`config.mk`:
```
export PLATFORM = sky130hd
export DESIGN_NAME = mc_control_fsm
export DESIGN_NICKNAME = d
export VERILOG_FILES = /design/src/rtl/mc_ctrl_pkg.sv /design/src/rtl/mc_ctrl_decode.sv /design/src/rtl/mc_control_fsm.sv
export SDC_FILE = /design/constraint.sdc
export NUM_CORES = 1
export LEC_CHECK = 0
export BUFFER_PORTS_ARGS = -buffer_cell sky130_fd_sc_hd__buf_4
export CORE_MARGIN = 4
export CORE_UTILIZATION = 50
export CTS_CLUSTER_DIAMETER = 40
export DETAILED_ROUTE_END_ITERATION = 8
export HOLD_SLACK_MARGIN = 0.08
export PLACE_DENSITY = 0.92
export SLEW_MARGIN = 20
export SYNTH_ARGS = -nofsm -noshare
export SYNTH_HDL_FRONTEND = slang
export SYNTH_SLANG_ARGS = --single-unit
```
`constraint.sdc`:
```
create_clock -name clk -period 4 [get_ports clk]
set_input_delay 0.2 -clock clk [delete_from_list [all_inputs] [get_ports clk]]
set_output_delay 0.2 -clock clk [all_outputs]
set_load 0.01 [all_outputs]
```
`src/rtl/mc_ctrl_pkg.sv`:
```
// Shared constants, state encoding and control-bundle type for the multicycle MIPS controller.
// Optional MC_CTRL_PERF_EN build (see mc_control_fsm) adds performance counters.
package mc_ctrl_pkg;

    localparam logic [5:0] OP_RTYPE = 6'b000000;
    localparam logic [5:0] OP_LW    = 6'b100011;
    localparam logic [5:0] OP_SW    = 6'b101011;
    localparam logic [5:0] OP_BEQ   = 6'b000100;
    localparam logic [5:0] OP_J     = 6'b000010;
    localparam logic [5:0] OP_ADDI  = 6'b001000;
    localparam logic [5:0] OP_HALT  = 6'h3F;

    typedef enum logic [3:0] {
        ST_FETCH  = 4'd0,
        ST_DECODE = 4'd1,
        ST_MEMADR = 4'd2,
        ST_MEMRD  = 4'd3,
        ST_MEMWB  = 4'd4,
        ST_MEMWR  = 4'd5,
        ST_EXEC   = 4'd6,
        ST_ALUWB  = 4'd7,
        ST_BRANCH = 4'd8,
        ST_JUMP   = 4'd9,
        ST_ADDIEX = 4'd10,
        ST_ADDIWB = 4'd11,
        ST_HALT   = 4'd12
    } state_e;

    localparam logic [1:0] ALUOP_ADD   = 2'b00;
    localparam logic [1:0] ALUOP_SUB   = 2'b01;
    localparam logic [1:0] ALUOP_FUNCT = 2'b10;

    localparam logic [1:0] ALUSRCB_B        = 2'b00;
    localparam logic [1:0] ALUSRCB_FOUR     = 2'b01;
    localparam logic [1:0] ALUSRCB_SEXT     = 2'b10;
    localparam logic [1:0] ALUSRCB_SEXT_SH2 = 2'b11;

    localparam logic [1:0] PCSRC_ALU    = 2'b00;
    localparam logic [1:0] PCSRC_ALUOUT = 2'b01;
    localparam logic [1:0] PCSRC_JUMP   = 2'b10;

    typedef struct packed {
        logic       pcwrite;
        logic       pcwritecond;
        logic       iord;
        logic       memread;
        logic       memwrite;
        logic       irwrite;
        logic       memtoreg;
        logic       regdest;
        logic       regwrite;
        logic       alusrca;
        logic [1:0] alusrcb;
        logic [1:0] aluop;
        logic [1:0] pcsrc;
    } ctrl_t;

endpackage

```
`src/rtl/mc_ctrl_decode.sv`:
```
// Combinational state-to-datapath-control decoder; only FETCH looks at mem_ready
// so the IR and PC load exactly on the cycle the instruction word arrives.
import mc_ctrl_pkg::*;

module mc_ctrl_decode (
    input  state_e state_i,
    input  logic   mem_ready_i,
    output ctrl_t  ctrl_o
);

    always_comb begin
        ctrl_o = '0;
        case (state_i)
            ST_FETCH: begin
                ctrl_o.memread = 1'b1;
                ctrl_o.alusrcb = ALUSRCB_FOUR;
                ctrl_o.aluop   = ALUOP_ADD;
                ctrl_o.irwrite = mem_ready_i;
                ctrl_o.pcwrite = mem_ready_i;
                ctrl_o.pcsrc   = PCSRC_ALU;
            end
            ST_DECODE: begin
                ctrl_o.alusrcb = ALUSRCB_SEXT_SH2;
                ctrl_o.aluop   = ALUOP_ADD;
            end
            ST_MEMADR, ST_ADDIEX: begin
                ctrl_o.alusrca = 1'b1;
                ctrl_o.alusrcb = ALUSRCB_SEXT;
                ctrl_o.aluop   = ALUOP_ADD;
            end
            ST_MEMRD: begin
                ctrl_o.memread = 1'b1;
                ctrl_o.iord    = 1'b1;
            end
            ST_MEMWB: begin
                ctrl_o.regwrite = 1'b1;
                ctrl_o.memtoreg = 1'b1;
            end
            ST_MEMWR: begin
                ctrl_o.memwrite = 1'b1;
                ctrl_o.iord     = 1'b1;
            end
            ST_EXEC: begin
                ctrl_o.alusrca = 1'b1;
                ctrl_o.alusrcb = ALUSRCB_B;
                ctrl_o.aluop   = ALUOP_FUNCT;
            end
            ST_ALUWB: begin
                ctrl_o.regdest  = 1'b1;
                ctrl_o.regwrite = 1'b1;
            end
            ST_BRANCH: begin
                ctrl_o.alusrca     = 1'b1;
                ctrl_o.alusrcb     = ALUSRCB_B;
                ctrl_o.aluop       = ALUOP_SUB;
                ctrl_o.pcwritecond = 1'b1;
                ctrl_o.pcsrc       = PCSRC_ALUOUT;
            end
            ST_JUMP: begin
                ctrl_o.pcwrite = 1'b1;
                ctrl_o.pcsrc   = PCSRC_JUMP;
            end
            ST_ADDIWB: begin
                ctrl_o.regwrite = 1'b1;
            end
            default: ctrl_o = '0;
        endcase
    end

endmodule

```
`src/rtl/mc_control_fsm.sv`:
```
// Multicycle MIPS control FSM with memory-ready handshake, addi, illegal flag and sticky HALT.
// Define MC_CTRL_PERF_EN to add the cycle_cnt / instr_cnt performance counters.
//
//  state  | meaning
//  FETCH  | read instruction at PC, PC+4 -> PC when memory ready
//  DECODE | branch target -> ALUOut, dispatch on opcode
//  MEMADR | base + offset for lw/sw
//  MEMRD  | data read, wait for memory
//  MEMWB  | MDR -> rt
//  MEMWR  | data write, wait for memory
//  EXEC   | R-type ALU operation
//  ALUWB  | ALUOut -> rd
//  BRANCH | beq compare, conditional PC load
//  JUMP   | jump target -> PC
//  ADDIEX | A + signext
//  ADDIWB | ALUOut -> rt
//  HALT   | stopped until reset
import mc_ctrl_pkg::*;

module mc_control_fsm #(
    parameter int                   OPCODE_W    = 6,
    parameter int                   ALUOP_W     = 2,
    parameter logic [OPCODE_W-1:0]  HALT_OPCODE = 6'h3F
) (
    input  logic                clk,
    input  logic                reset,
    input  logic [OPCODE_W-1:0] opcode,
    input  logic                mem_ready,
    output logic                pcwrite,
    output logic                pcwritecond,
    output logic                iord,
    output logic                memread,
    output logic                memwrite,
    output logic                irwrite,
    output logic                memtoreg,
    output logic                regdest,
    output logic                regwrite,
    output logic                alusrca,
    output logic [1:0]          alusrcb,
    output logic [ALUOP_W-1:0]  aluop,
    output logic [1:0]          pcsrc,
    output logic                illegal,
    output logic                halted,
`ifdef MC_CTRL_PERF_EN
    output logic [31:0]         cycle_cnt,
    output logic [31:0]         instr_cnt,
`endif
    output logic [3:0]          state
);

    state_e              state_q, state_d;
    logic [OPCODE_W-1:0] op_q, op_d;
    logic                op_unknown;
    ctrl_t               ctrl;

    always_ff @(posedge clk) begin
        if (reset) begin
            state_q <= ST_FETCH;
            op_q    <= '0;
        end else begin
            state_q <= state_d;
            op_q    <= op_d;
        end
    end

    always_comb begin
        state_d    = state_q;
        op_d       = op_q;
        op_unknown = 1'b0;
        case (state_q)
            ST_FETCH: if (mem_ready) state_d = ST_DECODE;
            ST_DECODE: begin
                op_d = opcode;
                // HALT is tested first so a HALT_OPCODE override always wins.
                if (opcode == HALT_OPCODE)                   state_d = ST_HALT;
                else if (opcode == OPCODE_W'(OP_RTYPE))      state_d = ST_EXEC;
                else if (opcode == OPCODE_W'(OP_LW) ||
                         opcode == OPCODE_W'(OP_SW))         state_d = ST_MEMADR;
                else if (opcode == OPCODE_W'(OP_BEQ))        state_d = ST_BRANCH;
                else if (opcode == OPCODE_W'(OP_J))          state_d = ST_JUMP;
                else if (opcode == OPCODE_W'(OP_ADDI))       state_d = ST_ADDIEX;
                else begin
                    state_d    = ST_FETCH;
                    op_unknown = 1'b1;
                end
            end
            ST_MEMADR: state_d = (op_q == OPCODE_W'(OP_LW)) ? ST_MEMRD : ST_MEMWR;
            ST_MEMRD:  if (mem_ready) state_d = ST_MEMWB;
            ST_MEMWR:  if (mem_ready) state_d = ST_FETCH;
            ST_EXEC:   state_d = ST_ALUWB;
            ST_ADDIEX: state_d = ST_ADDIWB;
            ST_HALT:   state_d = ST_HALT;
            ST_MEMWB, ST_ALUWB, ST_BRANCH, ST_JUMP, ST_ADDIWB: state_d = ST_FETCH;
            default:   state_d = ST_FETCH;
        endcase
    end

    mc_ctrl_decode u_decode (
        .state_i     (state_q),
        .mem_ready_i (mem_ready),
        .ctrl_o      (ctrl)
    );

    always_comb begin
        pcwrite     = ctrl.pcwrite;
        pcwritecond = ctrl.pcwritecond;
        iord        = ctrl.iord;
        memread     = ctrl.memread;
        memwrite    = ctrl.memwrite;
        irwrite     = ctrl.irwrite;
        memtoreg    = ctrl.memtoreg;
        regdest     = ctrl.regdest;
        regwrite    = ctrl.regwrite;
        alusrca     = ctrl.alusrca;
        alusrcb     = ctrl.alusrcb;
        aluop       = ALUOP_W'(ctrl.aluop);
        pcsrc       = ctrl.pcsrc;
        illegal     = op_unknown;
        halted      = (state_q == ST_HALT);
        state       = state_q;
    end

`ifdef MC_CTRL_PERF_EN
    logic [31:0] cycle_cnt_q, instr_cnt_q;
    logic        instr_done;

    // Illegal opcodes return to FETCH from DECODE, which is not a completing state.
    assign instr_done = (state_d == ST_FETCH) &&
                        (state_q inside {ST_MEMWB, ST_MEMWR, ST_ALUWB,
                                         ST_BRANCH, ST_JUMP, ST_ADDIWB});

    always_ff @(posedge clk) begin
        if (reset) begin
            cycle_cnt_q <= '0;
            instr_cnt_q <= '0;
        end else begin
            if (state_q != ST_HALT) cycle_cnt_q <= cycle_cnt_q + 32'd1;
            if (instr_done)         instr_cnt_q <= instr_cnt_q + 32'd1;
        end
    end

    assign cycle_cnt = cycle_cnt_q;
    assign instr_cnt = instr_cnt_q;
`endif

endmodule

```
==> impl.org, run 1 <==
** CTS
- The root buffer cell chosen for the clock tree is clkbuf_4.
- Number of hold buffers added after cts :: 0
- The later pin in the worst-skew pair is clocked with a latency of around 0.27 ns.
- Number of setup buffers added after CTS :: 0
- In this run the number of H-tree levels came out at 1.
- Maximum buffer depth of the clock tree :: 2
- Post-CTS sizing :: 0
- Clock buffer count from CTS :: 3
- Clock-pin slew on the worst setup and hold paths :: roughly 0.070 ns
- Sinks on Clock Net :: 10
- TritonCTS built the clock tree.

** Placed design
- Detailed placement finished with a half-perimeter wire length of ~1.7 mm.
- Global placement routability congestion :: roughly 0.96
- Buffers placed on the I/O ports in this run total 30.

** STA
- Final hold analysis gives a worst-case slack of around 0.19 ns.
- Share of the clock period used by the worst path after layout :: 49.6%
- Number of endpoints with negative hold slack in the final report :: 0
- # setup viols final :: 0
- Setup repair after global routing left no endpoint under its margin.
- The count of final max-slew check failures came to 0.
- For the final database, setup skew stands at between 0.004 and 0.005 ns.
- Worst-case headroom to the max-slew limit :: 67.5%
- Transition time at the pin with the least slew margin :: between 0.4 and 0.5 ns
- Aggregate negative setup slack :: 0 ns
- For this run, the top clock speed supported by timing is roughly 500 MHz.
- Time the final worst path needs with I/O delays and setup :: between 1.5 and 2 ns

** Die
- The floorplan step set the die height to just under 50 um.
- The floorplan has 14 rows.
- The die covers approximately 2300 um2.
- Width of the die :: 48.2 um
- Once the floorplan was initialized, standard cells occupied a little over half of the core.
- IO Pins :: 31
- The floorplan step defined a core boundary enclosing ~1500 um2.

** Route
- Met1 Routed Length :: ~860 um
- For this block, the via count after detailed routing is between 900 and 1000.
- Dividing the detail-routed wire length by the instance count gives roughly 14 um.
- The detailed router used layers up to and including met4.
- Vias per cell :: between 5 and 6
- Routed length on met3 :: between 150 and 200 um
- The detailed router finished its first iteration with 34 violations.
- After detailed routing, the met2 layer carries approximately 1.1 mm of wire.
- The final layout contains routed wiring with a total length of approximately 2.2 mm.
- First-pass iteration count of the detailed router :: 4
- In the routed design, unresolved DRC markers number 0.
- Post-DRT Antenna Nets :: 0

** Yosys
- Synthesis produced between 100 and 150 cells.
- By instance count, the leading cell after synthesis is nand2_1.
- Net count after synthesis :: roughly 120
- Avg Synthesized Cell Area :: 7.03 um2
- Portion of the post-synthesis area used by sequential elements :: 24.8%
- By area the synthesized netlist is led by dfxtp_1 25%, nand2_1 8.8%, nor2_1 6.0%.
- Most instantiated flip-flop cell in the synthesis netlist :: dfxtp_1
- The synthesized design contains 10 register bits.
- Counting flops with an async set or reset pin after synthesis yields a share of 0%.
- Counting distinct cell types in the post-synthesis netlist gives between 40 and 50.
- Summing every instance area after synthesis gives 808 um2.
- Ranked by instance count, the synthesized netlist is headed by 19 x nand2_1, 13 x nor2_1, 10 x dfxtp_1.
- The synthesized design spends more area on one cell type than any other, namely dfxtp_1.
- During synthesis, Yosys emitted a total of 0 warnings.
- In this run, synthesis inferred 0 flip-flops with an integrated enable.
- In this run the biggest area consumer among cell types represents about a quarter of the synthesized area.

** Global routing
- The via count of the first global-routing pass came to 810.
- Largest net degree at the start of global routing :: 18
- Residual overflow from global routing :: 0
- The first global-routing pass estimated 3.37 mm of wire.
- In the global route stage, overall resource usage came out at 20.4%.
- The number of antenna violations at the first check in global routing was 0.

** Setup path
- Endpoint required time on the critical path :: approximately 3.8 ns
- For this design, the slowest cell found on the critical path is dfxtp_1.
- The critical path is of the register to output pin type.
- Element type at the critical path end :: output pin
- Cell family contributing the most delay on the critical path :: simple AND/OR/NAND/NOR gates
- Delay of the slowest cell on the worst path :: 0.63 ns
- Launching element type of the critical path :: register
- Counting both buffers and inverters, the worst setup path holds a total of 1.
- The signal on the critical path passes through or2_1 -> nor2_4 -> and3_1 -> and2_1 -> buf_4.
- STA puts the critical path data arrival time at ~1.8 ns.
- CP max FO :: 17

** Power and ir drop
- The design draws between 200 and 300 uW.
- In this run the static leakage power is between 0.0004 and 0.0005 uW.
- Across the VDD grid, the largest voltage drop is 179 uV.
- Power spread over the standard cell area amounts to ~240 nW/um2.

** Layout
- The repair_antennas step left the layout with diodes totalling 0.
- At the end of the flow, the number of nets in the layout was 151.
- FILL cells :: roughly 150
- Compared with the post-synthesis result, the final layout area differs by 28.3%.
- Cells with a size suffix above 1 make up 27.0% of the layout.

** Run
- Total of max-cap violations :: 0

** Worst hold path
- The worst hold path belongs to the class input pin to register.

** Outcome
- Result of the run :: complete, no violations
layer usage:
metal / vias up / GRT usage, %
li1: 462 / -
met1: 427 / 23.0
met2: 40 / 36.7
met3: 5 / 4.80
met4: 0 / 7.53
met5: - / 0
metrics by stage:
step	worst slack, ns	util, %	instances	instance area [um2]
after CTS	2.03	68.1	157	1040
after floorplan	2.49	-	115	808
final	2.01	68.1	157	1040
after global routing	1.88	68.1	157	1040
after detailed placement	2.33	65.7	153	1000
after global placement	2.38	65.7	153	1000
flip-flops by register name, summed over array words and instances (netlist names):
register	flops
op_q	6
state	4
cell type report:
| type | count | area (um2) | area share, % |
|---|---|---|---|
| Sequential cell | 10 | 200 | 19.3 |
| Multi-Input combinational cell | 94 | 544 | 52.5 |
| Clock buffer | 4 | 36.3 | 3.50 |
| Tap cell | 16 | 20.0 | 1.93 |
| Inverter | 3 | 11.3 | 1.09 |
| Timing Repair Buffer | 30 | 225 | 21.7 |
cells by family after synthesis:
family	Yosys count	share of synthesized area [%]
xor+xnor	2	2.17
mux	2	2.48
buf+inv	11	7.89
simple gates	60	37.8
flops	10	24.8
compound gates	30	24.9
path summary, 6_finish.rpt:
path / startpoint / end / slack [ns] / cells past startpoint
max reg2reg: state[1] / state[3] / 2.39 / 4
min reg2reg: op_q[4] / op_q[4] / 0.46 / 2
min: reset / op_q[4] / 0.19 / 2
max: state[3] / illegal / 2.01 / 5
where the power goes:
part           switching, uW  internal, uW  total (uW)
clock                   36.2          55.3        91.5
combinational           28.3          22.8        51.1
sequential              4.21           103         108
cell usage in the layout, fill, tap and decap left out, types with 2 or more instances in the layout:
cell type	instances
buf_4	30
nand2_1	19
nor2_1	13
dfxtp_1	10
a21oi_1	9
nor3_1	6
nand2b_1	4
o21ai_0	4
or2_1	3
o211ai_1	3
a31oi_1	3
clkbuf_4	3
inv_1	2
nor2b_1	2
and3_1	2
mux2i_1	2
Power figures use the tool's default switching activity.
==> inputs of run 2 (changes only) <==
--- a/config.mk
+++ b/config.mk
@@ -7,11 +7,11 @@
 export LEC_CHECK = 0
 export BUFFER_PORTS_ARGS = -buffer_cell sky130_fd_sc_hd__buf_4
 export CORE_MARGIN = 4
-export CORE_UTILIZATION = 50
+export CORE_UTILIZATION = 47
 export CTS_CLUSTER_DIAMETER = 40
 export DETAILED_ROUTE_END_ITERATION = 8
 export HOLD_SLACK_MARGIN = 0.08
-export PLACE_DENSITY = 0.92
+export PLACE_DENSITY = 0.88
 export SLEW_MARGIN = 20
 export SYNTH_ARGS = -nofsm -noshare
 export SYNTH_HDL_FRONTEND = slang
==> constraint.sdc (replaced) <==
create_clock -name clk -period 1.95 [get_ports clk]
set_input_delay 0.0975 -clock clk [delete_from_list [all_inputs] [get_ports clk]]
set_output_delay 0.0975 -clock clk [all_outputs]
set_load 0.01 [all_outputs]
==> impl.org, run 2 (synthesis gave the netlist of run 1 again) <==
** Layout
- Area growth syn-to-layout :: 30.2%
- The fraction of final layout cells sized beyond drive strength 1 is 28.0% (+1.0 points).
- Sequential cell area in the final layout :: 200 um2 (unchanged)
- Max FFs per register :: 6 (unchanged)
- Most common cell after layout, fill and taps aside :: buf_4
- Count of non-filler cells in the finished layout :: 159 (+1.3%)
- Highest-count cells in the layout ignoring fill and taps :: 32 x buf_4, 19 x nand2_1, 13 x nor2_1, 10 x dfxtp_1, 9 x a21oi_1
- The layout filler cell count is 140 (-6.0%).
- The final antenna diode count was 0 (unchanged).
- The number of nets in the finished design is 153 (+1.3%).
- More flip-flops sit in one register than any other, and that register is op_q.
- The area of the multi-input gates is 544 um2 (unchanged).

** Setup path
- Worst reg2reg endpoint :: state[3]
- Buffers plus inverters on the worst setup path :: 1 (unchanged)
- Endpoint required time on the critical path :: 1.85 ns (-1.95 ns)
- Cell chain of the critical path :: nand2b_1 -> nor2_4 -> and3_1 -> and2_1 -> buf_4
- Grouping stages by cell kind, the critical path spends the most delay in simple AND/OR/NAND/NOR gates.
- The critical path starts at state[1].
- The worst setup path is captured at an output pin.
- Worst Reg-to-Reg Cells :: 4 (unchanged)
- STA classifies the critical path startpoint as a register.
- The critical path's largest stage delay was 0.58 ns (-0.05 ns).
- The data arrival time of the critical path came to 1.70 ns (-0.09 ns).
- Type of the worst setup path :: register to output pin
- The maximum fanout count along the critical path came to 15 (-2).
- Critical path's slowest cell :: dfxtp_1
- The internal reg-to-reg setup slack is 0.37 ns (-2.02 ns).
- Worst R2R Start :: state[1]

** Die
- Y dimension of the die :: 49.5 um (+2.6%)
- The die boundary width came to 49.5 um (+2.6%).
- The total number of placement rows is 14 (unchanged).
- The standard cell core area was 1560 um2 (+2.3%).
- The effective utilization at floorplan came to 51.8% (-1.2 points).
- The die outline area came to 2450 um2 (+5.3%).
- The total I/O pin count is 31 (unchanged).

** CTS
- The number of buffers on the longest clock path came to 2 (unchanged).
- Post-CTS sizing :: 0 (unchanged)
- The cts-stage hold buffer count came to 0 (unchanged).
- The number of setup buffers added after CTS was 0 (unchanged).
- Sinks on Clock Net :: 10 (unchanged)
- Maximum level of the CTS H-tree :: 1 (unchanged)
- The clock slew at the register clock pins of the worst setup and hold paths was 0.07 ns (about the same).
- Cell chosen for the clock root :: clkbuf_4
- TritonCTS built the clock tree.
- Clock buffer count from CTS :: 3 (unchanged)
- The clock latency on the worst-skew pair is 0.26 ns (about the same).

** Route
- DRC violation total after the first TritonRoute iteration :: 50 (+47%)
- Routed via count :: 935 (+0.11%)
- # DRC :: 0 (unchanged)
- The remaining antenna violation count was 0 (unchanged).
- First-pass iteration count of the detailed router :: 4 (unchanged)
- The final routed wirelength across all metal layers was 2.15 mm (-0.37%).
- The number of vias per cell after detailed routing came to 5.88 (-1.2%).
- The detail-routed net length per standard cell is 13.5 um (-1.6%).

** Global routing
- The met2 global-route usage is 30.8% (-5.9 points).
- The via count of the first global-routing pass is 799 (-1.4%).
- Residual overflow from global routing :: 0 (unchanged)
- Largest net degree at the start of global routing :: 17 (-1)
- In this run the most used layer during global routing was met2.
- Met3 track demand over resource in global routing :: 5.12% (+0.32 points)
- Met1 capacity usage during global routing :: 20.2% (-2.7 points)
- The wire length of the first global-routing pass is 3.42 mm (+1.4%).
- Number of antenna violations at the first check in global routing :: 0 (unchanged)
- Total Routing Usage GR :: 17.2% (-3.1 points)

** Run
- The count of max-cap constraint violations came to 0 (unchanged).

** STA
- The clock skew after layout was 0.00349 ns (-0.00103 ns).
- Minimum setup slack in the final design :: 0.154 ns (-1.86 ns)
- Number of slew-limit violations in the final report :: 0 (unchanged)
- Time the final worst path needs with I/O delays and setup :: 1.80 ns
- # setup viols final :: 0 (unchanged)
- Setup repair after global routing left no endpoint under its margin.
- Worst-case headroom to the max-slew limit :: 72.1% (+4.6 points)
- The transition time at the pin with the least slew margin was 0.417 ns (-0.0696 ns).
- The total negative slack for setup checks was 0 ns (unchanged).
- Timing would allow up to between 500 and 600 MHz.
- Share of the clock period used by the worst path after layout :: roughly 90%
- The final number of hold-violating endpoints came to 0 (unchanged).

** Placed design
- Global placement routability congestion :: 0.908 (-5.9%)
- Number of buffers inserted by port buffering :: 30 (unchanged)
- The detailed placer's ending HPWL came to 1.72 mm (+2.9%).
- Number of placed instances, taps included :: 155 (+1.3%)
- Pre-CTS setup slack :: 0.387 ns (-1.94 ns)

** Worst hold path
- Destination of the worst hold path :: op_q[1]
- Worst hold path stage count :: 2 (unchanged)
- Worst min-delay path class :: input pin to register
- Worst Hold Launch :: reset

** Power and ir drop
- The leakage power was 0.000444 uW (+2.5%).
- The total power density per cell area is 485 nW/um2 (+100%).
- The sequential fraction of design power came to 43.1% (about the same).
- Switch Pwr :: 137 uW (+100%)
- The switching portion of total power came to 26.9% (-0.52 points).
- The design internal power was 373 uW (+110%).
- Clk network pwr share :: 36.3% (-0.3 points)
- The combinational power share came to 20.6% (+0.2 points).
- The highest ir drop seen on vdd is 480 uV (+170%).

** Outcome
- Result of the run :: complete, no violations
-- run 2: through the flow --
step	utilization [%]	cell area (um2)	hold slack, ns	total power [uW]
finish	67.5	1050	0.0894	510
global route	67.5	1050	0.0875	533
CTS	67.5	1050	0.0833	513
detailed placement	65.2	1020	0.361	329
global placement	65.2	1020	0.356	326
floorplan	-	808	0.233	282
-- run 2: cell type report --
class                      instances  area share (%)
multi-input combinational         94            51.7
timing repair buffer              32            22.8
sequential                        10            19.0
clock buffer                       4            3.45
tap                               16            1.90
inverter                           3            1.07
-- run 2: worst register-to-register path: cells and delay by family (launching register included) --
kind | cells | cell delay (ns)
simple gates | 1 | 0.37
mux | 1 | 0.15
flops | 1 | 0.58
compound gates | 2 | 0.40
-- run 2: power by group through the flow --
stage	clock network [uW]	registers, uW	logic, uW
finish	185	220	105
global route	197	221	115
CTS	189	220	105
detailed placement	0	225	104
global placement	0	224	102
floorplan	0	221	60.6
-- run 2: layer usage --
metal / vias to the layer above / wire (um)
met1: 432 / 885
met5: - / 0
met2: 35 / 1050
li1: 466 / -
met4: 0 / 4
met3: 2 / 208
-- run 2: how the worst max path moves through the flow --
stage,cells after the start,end,slack (ns)
2_1_floorplan,4,pcwrite,0.54
3_3_place_gp,5,illegal,0.48
3_5_place_dp,4,state[3],0.39
4_1_cts,5,illegal,0.16
5_1_grt,5,illegal,0.03
6_report,5,illegal,0.15
==> inputs of run 3 (changes only) <==
--- a/config.mk
+++ b/config.mk
@@ -7,12 +7,13 @@
 export LEC_CHECK = 0
 export BUFFER_PORTS_ARGS = -buffer_cell sky130_fd_sc_hd__buf_4
 export CORE_MARGIN = 4
-export CORE_UTILIZATION = 47
+export CORE_UTILIZATION = 49
 export CTS_CLUSTER_DIAMETER = 40
 export DETAILED_ROUTE_END_ITERATION = 8
 export HOLD_SLACK_MARGIN = 0.08
-export PLACE_DENSITY = 0.88
+export PLACE_DENSITY = 0.9
 export SLEW_MARGIN = 20
 export SYNTH_ARGS = -nofsm -noshare
 export SYNTH_HDL_FRONTEND = slang
+export SYNTH_HIERARCHICAL = 1
 export SYNTH_SLANG_ARGS = --single-unit
==> impl.org, run 3 <==
** Layout
- The flip-flop count of the largest register after layout is 6 (unchanged).
- Ranked by flip-flop count, first place goes to op_q.
- The number of nets in the finished design is 149 (-2.6%).
- Area growth syn-to-layout :: 26.8%
- Antenna diodes :: 0 (unchanged)
- The fraction of final layout cells sized beyond drive strength 1 is 31.7% (+3.7 points).
- Most common cell after layout, fill and taps aside :: buf_4
- The final cell count without fillers is 164 (+3.1%).
- Highest-count cells in the layout ignoring fill and taps :: 33 x buf_4, 11 x nor2_1, 10 x dfxtp_1, 7 x nand2_1, 7 x mux2i_1

** Yosys
- The async set-or-reset flop fraction in the synthesized netlist came to 0% (unchanged).
- #FFs+latches synth :: 10 (unchanged)
- The largest total area in the synthesized netlist belongs to dfxtp_1.
- The area share of the largest cell type after synthesis was 22.6% (-2.2 points).
- Among all cell types in the netlist, the one instantiated most often is nor2_1.
- The commonest cells after synthesis are 11 x nor2_1, 10 x dfxtp_1, 7 x mux2i_1, 7 x nand2_1, 6 x nor3_1.
- In the post-synthesis netlist, the biggest area contributors are dfxtp_1 23%, mux2i_1 7.9%, clkbuf_8 4.7%.
- The sequential-to-total area share from yosys stat was 22.6% (-2.2 points).
- Avg Synthesized Cell Area :: 7.98 um2 (+14%)
- The post-synthesis instance total was 111 (-3.5%).
- Most instantiated flip-flop cell in the synthesis netlist :: dfxtp_1
- Synthesized area :: 886 um2 (+9.6%)
- Count of unique library cells instantiated by Yosys :: 40 (-9.1%)
- The number of flops mapped to enable cells by yosys was 0 (unchanged).
- The number of nets in the synthesized netlist was 120 (-3.2%).
- The number of warnings issued by yosys is 6 (+6).

** STA
- The final critical-path required period came to 1.75 ns (-0.0447 ns).
- The number of failing setup endpoints in the final timing report is 0 (unchanged).
- The share of the clock period used by the worst path was 89.8% (-2.3 points).
- RSZ-0062 raised after global routing :: false
- Number of slew-limit violations in the final report :: 0 (unchanged)
- Number of endpoints with negative hold slack in the final report :: 0 (unchanged)
- Layout Skew :: 0.00129 ns (-0.00219 ns)
- The worst slew margin relative to its limit came to 58.3% (-14 points).
- Transition time at the pin with the least slew margin :: 0.625 ns (+0.207 ns)
- Aggregate negative setup slack :: 0 ns (unchanged)
- The maximum operating frequency is 571 MHz (+2.6%).

** Placed design
- The total of buffers placed on input and output ports is 30 (unchanged).
- The cell count after placement came to 159 (+2.6%).
- Global placement routability congestion :: 0.842 (-7.3%)
- The detailed placer's ending HPWL is 1.63 mm (-5.4%).

** Run
- Total of max-cap violations :: 0 (unchanged)

** Route
- Vias per cell :: 5.57 (-5.3%)
- First-pass iteration count of the detailed router :: 4 (unchanged)
- The number of remaining DRC errors was 0 (unchanged).
- Final routed wire length divided by cell count :: 13.2 um (-2.3%)
- The via total after detailed routing is 913 (-2.4%).
- The detailed router's first-iteration violation count came to 17 (-66%).
- The remaining antenna violation count was 0 (unchanged).
- Post-Route WL :: 2.17 mm (+0.79%)

** CTS
- The clock slew at the register clock pins of the worst setup and hold paths was 0.07 ns (about the same).
- The post-cts gate resize count came to 0 (unchanged).
- Clock tree from TritonCTS :: done
- Maximum level of the CTS H-tree :: 1 (unchanged)
- CTS placed an instance of clkbuf_4 at the clock tree root.
- Sinks on Clock Net :: 10 (unchanged)
- The clock latency on the worst-skew pair is 0.28 ns (+0.02 ns).
- The number of setup buffers added after CTS came to 0 (unchanged).
- Clock buffer count from CTS :: 3 (unchanged)
- The number of buffers on the longest clock path is 2 (unchanged).

** Die
- IO Pins :: 31 (unchanged)
- Core Region :: 1730 um2 (+11%)
- Number of rows created at floorplan :: 15 (+1)
- The effective utilization at floorplan came to 51.3% (-0.54 points).
- Overall die area :: 2550 um2 (+4.3%)
- Width of the die :: 50.5 um (+2.1%)
- Y dimension of the die :: 50.5 um (+2.1%)

** Setup path
- Worst R2R Start :: state[2]
- Endpoint arrival time on the critical path :: 1.65 ns (-0.05 ns)
- The data required time of the critical path was 1.85 ns (about the same).
- Internal reg-to-reg setup slack :: 0.39 ns (+0.02 ns)
- CP max FO :: 21 (+6)
- The critical path in this run is classified as register to output pin.
- Launching element type of the critical path :: register
- The number of buffers and inverters on the critical path came to 2 (+1).
- STA classifies the critical path endpoint as an output pin.
- Worst reg2reg endpoint :: state[2]
- The critical path goes through nor4b_2 -> buf_4 -> and3_1 -> buf_4.
- The slowest stage of the critical path is the dfxtp_1 cell.
- Most common cell on crit path :: buf_4
- The number of cells on the worst reg-to-reg path was 4 (unchanged).
- The cell family contributing the most delay on the critical path is flip-flops.
- Delay of the slowest cell on the worst path :: 0.72 ns (+0.14 ns)

** Worst hold path
- Destination of the worst hold path :: op_q[0]
- The depth of the worst hold-timing path came to 3 (+1).
- Worst min-delay path class :: input pin to register
- Worst Hold Launch :: opcode[0]

** Global routing
- Number of global-route vias before repair :: 802 (+0.38%)
- The number of antenna violations at the first check in global routing is 0 (unchanged).
- First-pass GRT wire length :: 3.60 mm (+5.4%)
- The total congestion overflow after global routing is 0 (unchanged).
- The total global routing track utilization came to 18.5% (+1.2 points).
- Largest net degree at the start of global routing :: 26 (+9)

** Power and ir drop
- Peak ir drop on the vdd network :: 393 uV (-18%)
- Leakage power :: 0.000449 uW (+1.1%)
- The total power density per cell area came to 501 nW/um2 (+3.4%).

** Outcome
- The run finished with clean final reports.
[run 3: layout make-up]
class | instances | area [um2]
inverters | 1 | 3.75
repair buffers | 34 | 258
well taps | 25 | 31.3
fillers | 164 | 603
multi-input cells | 90 | 594
clock buffers | 4 | 36.3
flip-flops and latches | 10 | 200
[run 3: metal layers]
layer	up-vias	routed length (um)	part of all wire, %	GRT usage (%)
met5	-	0	0	0
li1	458	-	-	-
met4	0	36	1.7	10.3
met1	420	892	41	20.3
met2	32	1100	51	33.0
met3	3	137	6.3	3.26
[run 3: stage by stage]
step / hold slack [ns] / setup WS (ns) / power (uW) / area, um2 / util (%)
CTS: 0.0862 / 0.188 / 568 / 1120 / 65.1
global placement: 0.353 / 0.492 / 365 / 1080 / 62.4
global route: 0.118 / 0.0127 / 595 / 1120 / 65.1
detailed placement: 0.353 / 0.395 / 370 / 1080 / 62.4
floorplan: 0.244 / 0.491 / 316 / 886 / -
finish: 0.0938 / 0.199 / 563 / 1120 / 65.1
[run 3: cells by family (layout without fill, tap and decap cells)]
family          count (synthesis)  in the layout  share of synthesized area [%]
simple gates                   57             57                           37.3
compound gates                 23             23                           18.2
buf+inv                        11             39                           11.0
flops                          10             10                           22.6
mux                             7              7                           7.91
xor+xnor                        3              3                           2.97
[run 3: worst register-to-register path: cells and delay by family, from the launching register on]
family	cells	cell delay, ns
flops	1	0.69
compound gates	2	0.42
simple gates	1	0.26
mux	1	0.11
[run 3: repair_timing]
action	4_1_cts	5_1_grt
endpoints found under the setup margin	0	0
hold buffers	1	0
endpoints found under the hold margin	9	0
[run 3: worst max path at each step]
stage             start           to  slack, ns  cells after the start
6_report       state[3]      illegal       0.20                      4
5_1_grt        state[3]  pcwritecond       0.01                      3
4_1_cts        state[0]      illegal       0.19                      4
3_5_place_dp   state[2]     state[2]       0.40                      4
3_3_place_gp   state[2]     state[2]       0.49                      4
2_1_floorplan  state[0]      op_q[0]       0.49                      5
[run 3: where the power goes]
group / internal (uW) / switching, uW
sequential: 215 / 12.7
combinational: 72.2 / 67.1
clock: 114 / 82.7
total: 401 / 162
